===== src/rtl/dac_spi_if.sv =====
// dac_spi_if: sample strobe handshake, status flags and DAC serial pins
interface dac_spi_if;
  logic [11:0] data_in;
  logic data_valid;
  logic busy;
  logic done;
  logic pending;
  logic dac_sclk;
  logic dac_sync_n;
  logic dac_din;
  modport master (output data_in, data_valid, input busy, done, pending, dac_sclk, dac_sync_n, dac_din);
  modport slave (input data_in, data_valid, output busy, done, pending, dac_sclk, dac_sync_n, dac_din);
endinterface


===== src/rtl/dac_spi_tx.sv =====
// dac_spi_tx: shifts 16-bit {CTRL, sample} frames MSB-first to a serial DAC, one-entry pending buffer
module dac_spi_tx #(
  parameter int CLK_DIV = 4,
  parameter logic [3:0] CTRL = 4'b0000
) (
  input logic clk,
  input logic rst_n,
  dac_spi_if.slave bus
);
  localparam int CW = CLK_DIV > 1 ? $clog2(CLK_DIV) : 1;
  typedef enum logic [1:0] {IDLE, SETUP, SHIFT, GAP} state_t;
  state_t state, state_nxt;
  logic [CW-1:0] cnt;
  logic [4:0] half;
  logic [15:0] shreg;
  logic [11:0] pend_data;
  logic pend;
  logic tick;
  logic reload;
  assign tick = cnt == CW'(CLK_DIV - 1);
  // a strobe on the last gap cycle takes precedence over the buffered sample
  assign reload = state == GAP && tick && (pend || bus.data_valid);
  always_ff @(posedge clk or negedge rst_n)
    if (!rst_n) state <= IDLE;
    else state <= state_nxt;
  always_comb begin
    state_nxt = state;
    case (state)
      IDLE: state_nxt = bus.data_valid ? SETUP : IDLE;
      SETUP: state_nxt = tick ? SHIFT : SETUP;
      SHIFT: state_nxt = (tick && half == 5'd31) ? GAP : SHIFT;
      GAP: state_nxt = tick ? (reload ? SETUP : IDLE) : GAP;
      default: state_nxt = IDLE;
    endcase
  end
  // half counts sclk half-periods in SHIFT: even = low, odd = high
  always_ff @(posedge clk or negedge rst_n)
    if (!rst_n) begin
      cnt <= '0;
      half <= '0;
      shreg <= '0;
      pend <= 1'b0;
      pend_data <= '0;
    end else begin
      cnt <= (state == IDLE || tick) ? '0 : cnt + CW'(1);
      half <= state == SHIFT ? half + 5'(tick) : '0;
      if (state == IDLE && bus.data_valid) shreg <= {CTRL, bus.data_in};
      else if (reload) shreg <= {CTRL, bus.data_valid ? bus.data_in : pend_data};
      else if (state == SHIFT && tick && !half[0]) shreg <= {shreg[14:0], 1'b0};
      if (reload) pend <= 1'b0;
      else if (state != IDLE && bus.data_valid) begin
        pend <= 1'b1;
        pend_data <= bus.data_in;
      end
    end
  always_comb begin
    bus.busy = state != IDLE;
    bus.done = state == GAP && tick;
    bus.pending = pend;
    bus.dac_sync_n = !(state == SETUP || state == SHIFT);
    bus.dac_sclk = !(state == SHIFT && !half[0]);
    bus.dac_din = (state == SETUP || state == SHIFT) && shreg[15];
  end
endmodule


===== src/flat_wrapper.sv =====
// flat-port wrapper written by rule: the top's interface ports become plain ports
module dac_spi_tx_flat 
#(
  parameter int CLK_DIV = 4,
  parameter logic [3:0] CTRL = 4'b0000
)
  (clk, rst_n, bus_data_in, bus_data_valid, bus_busy, bus_done, bus_pending, bus_dac_sclk, bus_dac_sync_n, bus_dac_din);
  dac_spi_if bus_i ();
  input logic clk;
  input logic rst_n;
  input wire logic [$bits(bus_i.data_in)-1:0] bus_data_in;
  input wire logic [$bits(bus_i.data_valid)-1:0] bus_data_valid;
  output wire logic [$bits(bus_i.busy)-1:0] bus_busy;
  output wire logic [$bits(bus_i.done)-1:0] bus_done;
  output wire logic [$bits(bus_i.pending)-1:0] bus_pending;
  output wire logic [$bits(bus_i.dac_sclk)-1:0] bus_dac_sclk;
  output wire logic [$bits(bus_i.dac_sync_n)-1:0] bus_dac_sync_n;
  output wire logic [$bits(bus_i.dac_din)-1:0] bus_dac_din;
  assign bus_i.data_in = bus_data_in;
  assign bus_i.data_valid = bus_data_valid;
  assign bus_busy = bus_i.busy;
  assign bus_done = bus_i.done;
  assign bus_pending = bus_i.pending;
  assign bus_dac_sclk = bus_i.dac_sclk;
  assign bus_dac_sync_n = bus_i.dac_sync_n;
  assign bus_dac_din = bus_i.dac_din;
  dac_spi_tx #(.CLK_DIV(CLK_DIV), .CTRL(CTRL)) u_core (.clk(clk), .rst_n(rst_n), .bus(bus_i));
endmodule

===== config.mk =====
export PLATFORM = sky130hd
export DESIGN_NAME = dac_spi_tx_flat
export DESIGN_NICKNAME = d
export VERILOG_FILES = /design/src/rtl/dac_spi_if.sv /design/src/rtl/dac_spi_tx.sv /design/src/flat_wrapper.sv
export SDC_FILE = /design/constraint.sdc
export NUM_CORES = 1
export LEC_CHECK = 0
export ABC_AREA = 0
export BUFFER_PORTS_ARGS = -buffer_cell sky130_fd_sc_hd__clkbuf_2
export CORE_MARGIN = 3
export CORE_UTILIZATION = 49
export DETAILED_ROUTE_END_ITERATION = 16
export PLACE_DENSITY = 0.69
export SLEW_MARGIN = 20
export SYNTH_ARGS = -nofsm -noshare
export SYNTH_HDL_FRONTEND = slang
export SYNTH_SLANG_ARGS = --single-unit

===== constraint.sdc =====
create_clock -name clk -period 2.1 [get_ports clk]
set_clock_uncertainty 0.2 [all_clocks]
set_input_delay 0.105 -clock clk [delete_from_list [all_inputs] [get_ports clk]]
set_output_delay 0.105 -clock clk [all_outputs]
set_load 0.1 [all_outputs]

==> results of run 1 <==
## report_power, final
group          leakage [nW]  internal (mW)  switching [mW]
Sequential            0.472           1.00           0.160
Clock                0.0472          0.264           0.263
Combinational         0.511          0.469           0.677
## state kept, by name, summed over array words and instances (netlist names)
name                flops
u_core.shreg           16
u_core.cnt              2
u_core.state            2
u_core.bus.pending      1
u_core.half             5
u_core.pend_data       12
## worst min-delay path by stage
stage	to	slack [ns]
floorplan	u_core.bus.pending	-0.39
global placement	u_core.pend_data[1]	-0.13
detailed placement	u_core.pend_data[2]	-0.12
CTS	u_core.shreg[0]	0.09
global route	u_core.bus.pending	0.12
finish	u_core.bus.pending	0.09
## cell type report
cell class / count / area [sq um]
repair buffers: 41 / 292.8
clock buffers: 6 / 82.58
multi-input cells: 90 / 790.8
well taps: 46 / 57.56
inverters: 6 / 22.52
flip-flops and latches: 38 / 952.2
fillers: 277 / 1257
clock inverters: 2 / 12.51
## Yosys cell counts (2+ instances only)
| cell type | n | area [sq um] |
|---|---|---|
| nor2_1 | 8 | 30.03 |
| mux2i_1 | 5 | 50.05 |
| buf_6 | 5 | 56.30 |
| a21oi_1 | 3 | 15.01 |
| mux2_2 | 12 | 135.1 |
| a32o_1 | 11 | 110.1 |
| dfrtp_1 | 38 | 950.9 |
| buf_4 | 2 | 15.01 |
| xnor2_1 | 2 | 17.52 |
| ha_1 | 7 | 87.58 |
| nand3_1 | 3 | 15.01 |
| nor3b_1 | 2 | 15.01 |
| inv_1 | 6 | 22.52 |
| and2_1 | 8 | 50.05 |
| a221o_1 | 11 | 110.1 |
## kinds of logic (layout without fill, tap and decap cells)
| family | Yosys count | in the layout | synth area share [%] |
|---|---|---|---|
| AO/OA/AOI/OAI | 33 | 33 | 16.42 |
| XOR/XNOR | 3 | 3 | 1.431 |
| adder cells (fa/ha/maj) | 7 | 7 | 4.768 |
| buffers and inverters | 15 | 55 | 5.585 |
| flip-flops | 38 | 38 | 51.77 |
| multiplexers | 17 | 17 | 10.08 |
| AND/OR/NAND/NOR | 30 | 30 | 9.946 |
## per-layer routing
| metal | vias to the layer above | routed length, um | track usage (%) |
|---|---|---|---|
| li1 | 615 | - | - |
| met3 | 5 | 184 | 4.992 |
| met1 | 626 | 1651 | 24.52 |
| met2 | 31 | 1748 | 31.41 |
| met5 | - | 0 | 0 |
| met4 | 0 | 43 | 7.595 |
## metrics by stage
| step | worst slack [ns] | TNS [ns] | instance area, sq um |
|---|---|---|---|
| after floorplan | 0.1103 | 0 | 1841 |
| after global placement | 0.07380 | 0 | 1981 |
| after detailed placement | -0.02667 | -0.2034 | 1981 |
| after global routing | 0.004442 | 0 | 2211 |
| final | 0.08529 | 0 | 2211 |
| after CTS | 0.07369 | 0 | 2210 |
## what timing repair did
action / CTS / global route
pin swaps: 0 / 0
endpoints found under the hold margin: 37 / 0
buffers inserted: 0 / 0
resized for setup: 1 / 1
hold buffers: 13 / 0
endpoints found under the setup margin: 11 / 1
==> results.md, run 1 <==
* Status: complete, no violations
* PD cells at about 1300 nW/um^2
* Cell Count, Final, Fillers Out at 229
* CP peak stage delay at 0.44 ns
* Dpl cells at 208
* CTS Buffer Depth at 2
* Max cap viols at 0
* Yosys warns at 0
* CTS root buf: clkbuf_8
* Crit Path Max Fanout at 9
* Number of flops mapped to enable cells by yosys at 0
* CP Depth at 5
* RD Place Congestion at between 0.7 and 0.8
* Critical Path Source: u_core.state[0]
* Critical path destination: bus_dac_sclk
* Avg Cell Area, Syn at 12.84 sq um
* Reg2reg setup slack at between 0.1 and 0.15 ns
* Full die area at between 4000 and 5000 sq um
* Endpoints failing setup at 0
* Synth Flop Type: dfrtp_1
* Slowest cell on crit path: clkbuf_2
* Clk slew on worst S/H paths at 0.08 ns
* Largest net degree at the start of global routing at 22
* Global-route wire length before repair at 6320 um
* R2R depth at 6
* CTS H-tree lvls at 2
* Clk sink count at 38
* Fin nets at 204
* # IOs at 21
* Via Count at around 1300
* Iter 0 DRT Violations at 44
* Antenna diode count at 0
* HPWL Detailed at 2463 um
* Unique masters post-synth at 35
* Final Util at 63.74%
* DRC at 0
* CP Data Arrival Time at 1.71 ns
* First drt pass iteration count at 5
* Final Hold Viols at 0
* R2R Path Start: u_core.state[0]
* Buf/Inv on CP at 3
* Critical path launch point type: register
* Data required, critical path at 1.79 ns
* CTS buffer count at 5
* Die Ht at 67.23 um
* Leakage at 1.031 nW
* CP endpoint kind: primary output
* GRT Residual Overflow at 0
* CTS tree: built
* Hold WS at 0.09259 ns
* Initial antenna violation count at 0
* Routed Antenna Nets at 0
* Wire per inst at between 15 and 20 um
* FMAX at 496.4 MHz
* GRT Resource Usage Total at 19.29%
* Worst-case vdd ir drop at 0.0005418 V
* RSZ-0062 raised after global routing: no
* Syn_nets at 165
* Port Buffers at 20
* Crit Reg-Reg Endpoint: u_core.shreg[5]
* Hold WC Path Type: in2async
* Register area share after synthesis at approximately half
* Crit path cell chain: inv_1 > ha_1 > buf_4 > or2b_1 > clkbuf_2
* Post-Syn Area at around 1800 sq um
* Row count at 21
* Routed vias/inst at ~5.6
* Post-Synthesis Cells at 143
* Clock Latency Late Sink at 0.29 ns
* Core ar. at 3468 sq um
* Initial Utilization at 52.96%
* Layout cells sized above 1 at 30.05%
* Critical path type: reg2out
* Max-slew violations at 0
* Post-layout min period at 2.015 ns
* Vias in the first global route at approximately 1300
* Fin crit share at 95.94%
* CP delay by family, top: buffers and inverters
* WL final at 3628 um
* Syn-to-layout area delta at 20.37%
* Synthesis-stage register bit count at 38
* Worst Max-Slew Pin Slew at 0.5443 ns
* Asr flop ratio synth at between 90% and 100%
* Tot Pwr at 2.833 mW
* Slew HR at around 64%
* Commonest cells after routing, fill and taps aside: dfrtp_1 (37), clkbuf_2 (19), dlygate4sd3_1 (13)
* Most common cell after layout, fill and taps aside: dfrtp_1
* Die width at 67.23 um
Note: power is estimated with default switching activity, not from simulation.
==> run 2: changes to the inputs <==
--- a/config.mk
+++ b/config.mk
@@ -10,4 +10,5 @@
 export CORE_MARGIN = 3
 export CORE_UTILIZATION = 49
+export CTS_CLUSTER_SIZE = 12
 export DETAILED_ROUTE_END_ITERATION = 16
 export PLACE_DENSITY = 0.69
@@ -16,2 +17,3 @@
 export SYNTH_HDL_FRONTEND = slang
 export SYNTH_SLANG_ARGS = --single-unit
+export TNS_END_PERCENT = 100
==> constraint.sdc (replaced) <==
create_clock -name clk -period 2.1 [get_ports clk]
set_clock_uncertainty 0.2 [all_clocks]
set_input_delay 0.42 -clock clk [delete_from_list [all_inputs] [get_ports clk]]
set_output_delay 0.42 -clock clk [all_outputs]
set_load 0.1 [all_outputs]
==> results.md, run 2 (synthesis results as in run 1) <==
* Status: complete, no violations
* Layout cells sized above 1 at 34.88% (+4.8 points)
* Full die area at 4519 sq um (unchanged)
* HPWL Detailed at 2515 um (+2.1%)
* Final Hold Viols at 0 (unchanged)
* Cell Count, Final, Fillers Out at 218 (-4.8%)
* Initial antenna violation count at 0 (unchanged)
* Syn-to-layout area delta at 19.48%
* Commonest cells after routing, fill and taps aside: dfrtp_1 (37), clkbuf_2 (15), mux2_2 (12)
* First drt pass iteration count at 4 (-1)
* Design area at 2195 sq um (-0.74%)
* Leakage at 1.004 nW (-2.6%)
* Global-route wire length before repair at 6354 um (+0.54%)
* # IOs at 21 (unchanged)
* CTS H-tree lvls at 2 (unchanged)
* CP endpoint kind: primary output
* Core ar. at 3468 sq um (unchanged)
* Data required, critical path at 1.48 ns (-0.31 ns)
* Crit path cell chain: buf_4 > ha_4 > or2b_1 > buf_12
* Endpoints failing setup at 0 (unchanged)
* CP peak stage delay at 0.39 ns (-0.05 ns)
* FMAX at 489.7 MHz (-1.3%)
* Fin nets at 194 (-4.9%)
* CTS buffer count at 5 (unchanged)
* Crit Path Max Fanout at 7 (-2)
* Net Sw Frac at 38.04% (-0.77 points)
* Initial Utilization at 52.96% (unchanged)
* WHS Endpoint: u_core.pend_data[9]
* GRT Residual Overflow at 0 (unchanged)
* Die width at 67.23 um (unchanged)
* CTS root buf: clkbuf_8
* Logic pwr share at 45.3% (+4.9 points)
* Hold path depth at 2
* Fin crit share at 97.25% (+1.3 points)
* Clock power share at 15.9% (-2.7 points)
* Routed vias/inst at 5.963 (+6.9%)
* GRT Resource Usage Total at 19.14% (-0.16 points)
* RD Place Congestion at 0.7693 (-0.26%)
* Max cap viols at 0 (unchanged)
* Largest net degree at the start of global routing at 21 (-4.5%)
* CP Data Arrival Time at 1.42 ns (-0.29 ns)
* Worst-case vdd ir drop at 0.0007038 V (+30%)
* Post-layout min period at 2.042 ns (+0.02744 ns)
* PD cells at 1361 nW/um^2 (+6.2%)
* WL final at 3704 um (+2.1%)
* Largest reg by FF count: u_core.shreg
* Critical path type: reg2out
* CTS Buffer Depth at 2 (unchanged)
* Clk sink count at 38 (unchanged)
* Antenna diode count at 0 (unchanged)
* Crit Reg-Reg Endpoint: u_core.shreg[9]
* Wire per inst at 16.99 um (+7.2%)
* Hold WC Path Type: in2reg
* Clk slew on worst S/H paths at 0.07 ns (about the same)
* Clock Latency Late Sink at 0.29 ns (about the same)
* Iter 0 DRT Violations at 83 (+89%)
* R2R Path Start: u_core.state[0]
* Slowest cell on crit path: dfrtp_1
* P_sw at 1.136 mW (+3.3%)
* R2R depth at 5 (-1)
* Slew HR at 64.30% (+0.43 points)
* Vias in the first global route at 1343 (+2.9%)
* RSZ-0062 raised after global routing: yes
* Worst Max-Slew Pin Slew at 0.5355 ns (-0.008767 ns)
* Max-slew violations at 0 (unchanged)
* Dpl cells at 207 (-0.48%)
* Port Buffers at 20 (unchanged)
* Reg2reg setup slack at 0.15 ns (+0.04 ns)
* P_int at 1.850 mW (+6.7%)
* DP Area at 2058 sq um (+3.9%)
* Hold WS at 0.1783 ns (+0.08576 ns)
* Routed Antenna Nets at 0 (unchanged)
* Critical path launch point type: register
* Sequential Power Share at 38.8% (-2.2 points)
* Max reg flops at 16 (unchanged)
* Via Count at 1300 (+1.8%)
* Min-delay src: bus_data_in[9]
* Die Ht at 67.23 um (unchanged)
* Row count at 21 (unchanged)
* CTS tree: built
* DRC at 0 (unchanged)
* Most common cell after layout, fill and taps aside: dfrtp_1
* Top flop regs: u_core.shreg (16), u_core.pend_data (12), u_core.half (5)
run 2: area by class of cell:
type | instances | area [sq um]
clock buffer | 6 | 72.57
clock inverter | 1 | 7.507
fill | 282 | 1274
inverter | 6 | 22.52
multi-input combinational | 90 | 809.5
sequential | 38 | 952.2
tap | 46 | 57.56
timing repair buffer | 31 | 272.8
run 2: repair_timing:
action                                 CTS  global route
cloned                                   0             0
endpoints found under the hold margin   18             0
hold buffers                             1             0
resized for setup                        5             3
buffers inserted                         2             1
setup endpoints to repair               13             6
pin swaps                                0             1
run 2: power groups by stage:
stage	logic, mW	registers, mW	clock network (mW)
after detailed placement	1.29	1.16	0
after global placement	1.24	1.15	0
after floorplan	0.942	1.13	0
after CTS	1.35	1.15	0.494
after global routing	1.46	1.19	0.527
final	1.35	1.16	0.474
run 2: metal layers:
layer / vias up / wire [um] / track usage (%)
met5: - / 0 / 0
met4: 0 / 57 / 6.582
met3: 8 / 190 / 6.822
met2: 32 / 1752 / 29.69
met1: 665 / 1703 / 24.81
li1: 595 / - / -
run 2: worst max path at each step:
stage	endpoint	slack, ns	depth (start not counted)	startpoint
after floorplan	bus_dac_din	0.05	3	u_core.state[0]
after CTS	bus_dac_sclk	0.05	4	u_core.state[0]
after global routing	bus_dac_din	-0.003	4	u_core.state[1]
after detailed placement	u_core.shreg[5]	-0.08	4	u_core.state[0]
final	bus_dac_sclk	0.06	4	u_core.state[1]
after global placement	u_core.shreg[4]	0.02	4	u_core.state[0]
run 2: stage by stage:
step	worst slack [ns]	setup TNS (ns)	power, mW	util [%]
after floorplan	0.05146	0	2.074	-
after global placement	0.01660	0	2.393	59.34
after detailed placement	-0.08344	-0.6997	2.448	59.34
after CTS	0.05434	0	2.989	62.84
after global routing	-0.002795	-0.002795	3.178	63.28
final	0.05785	0	2.986	63.28
run 2: worst max-delay path: cells and delay by family (launching register included):
family	cells	cell delay [ns]
buffers and inverters	2	0.31
adders and majority gates	1	0.16
DFF	1	0.39
and+or+nand+nor	1	0.26
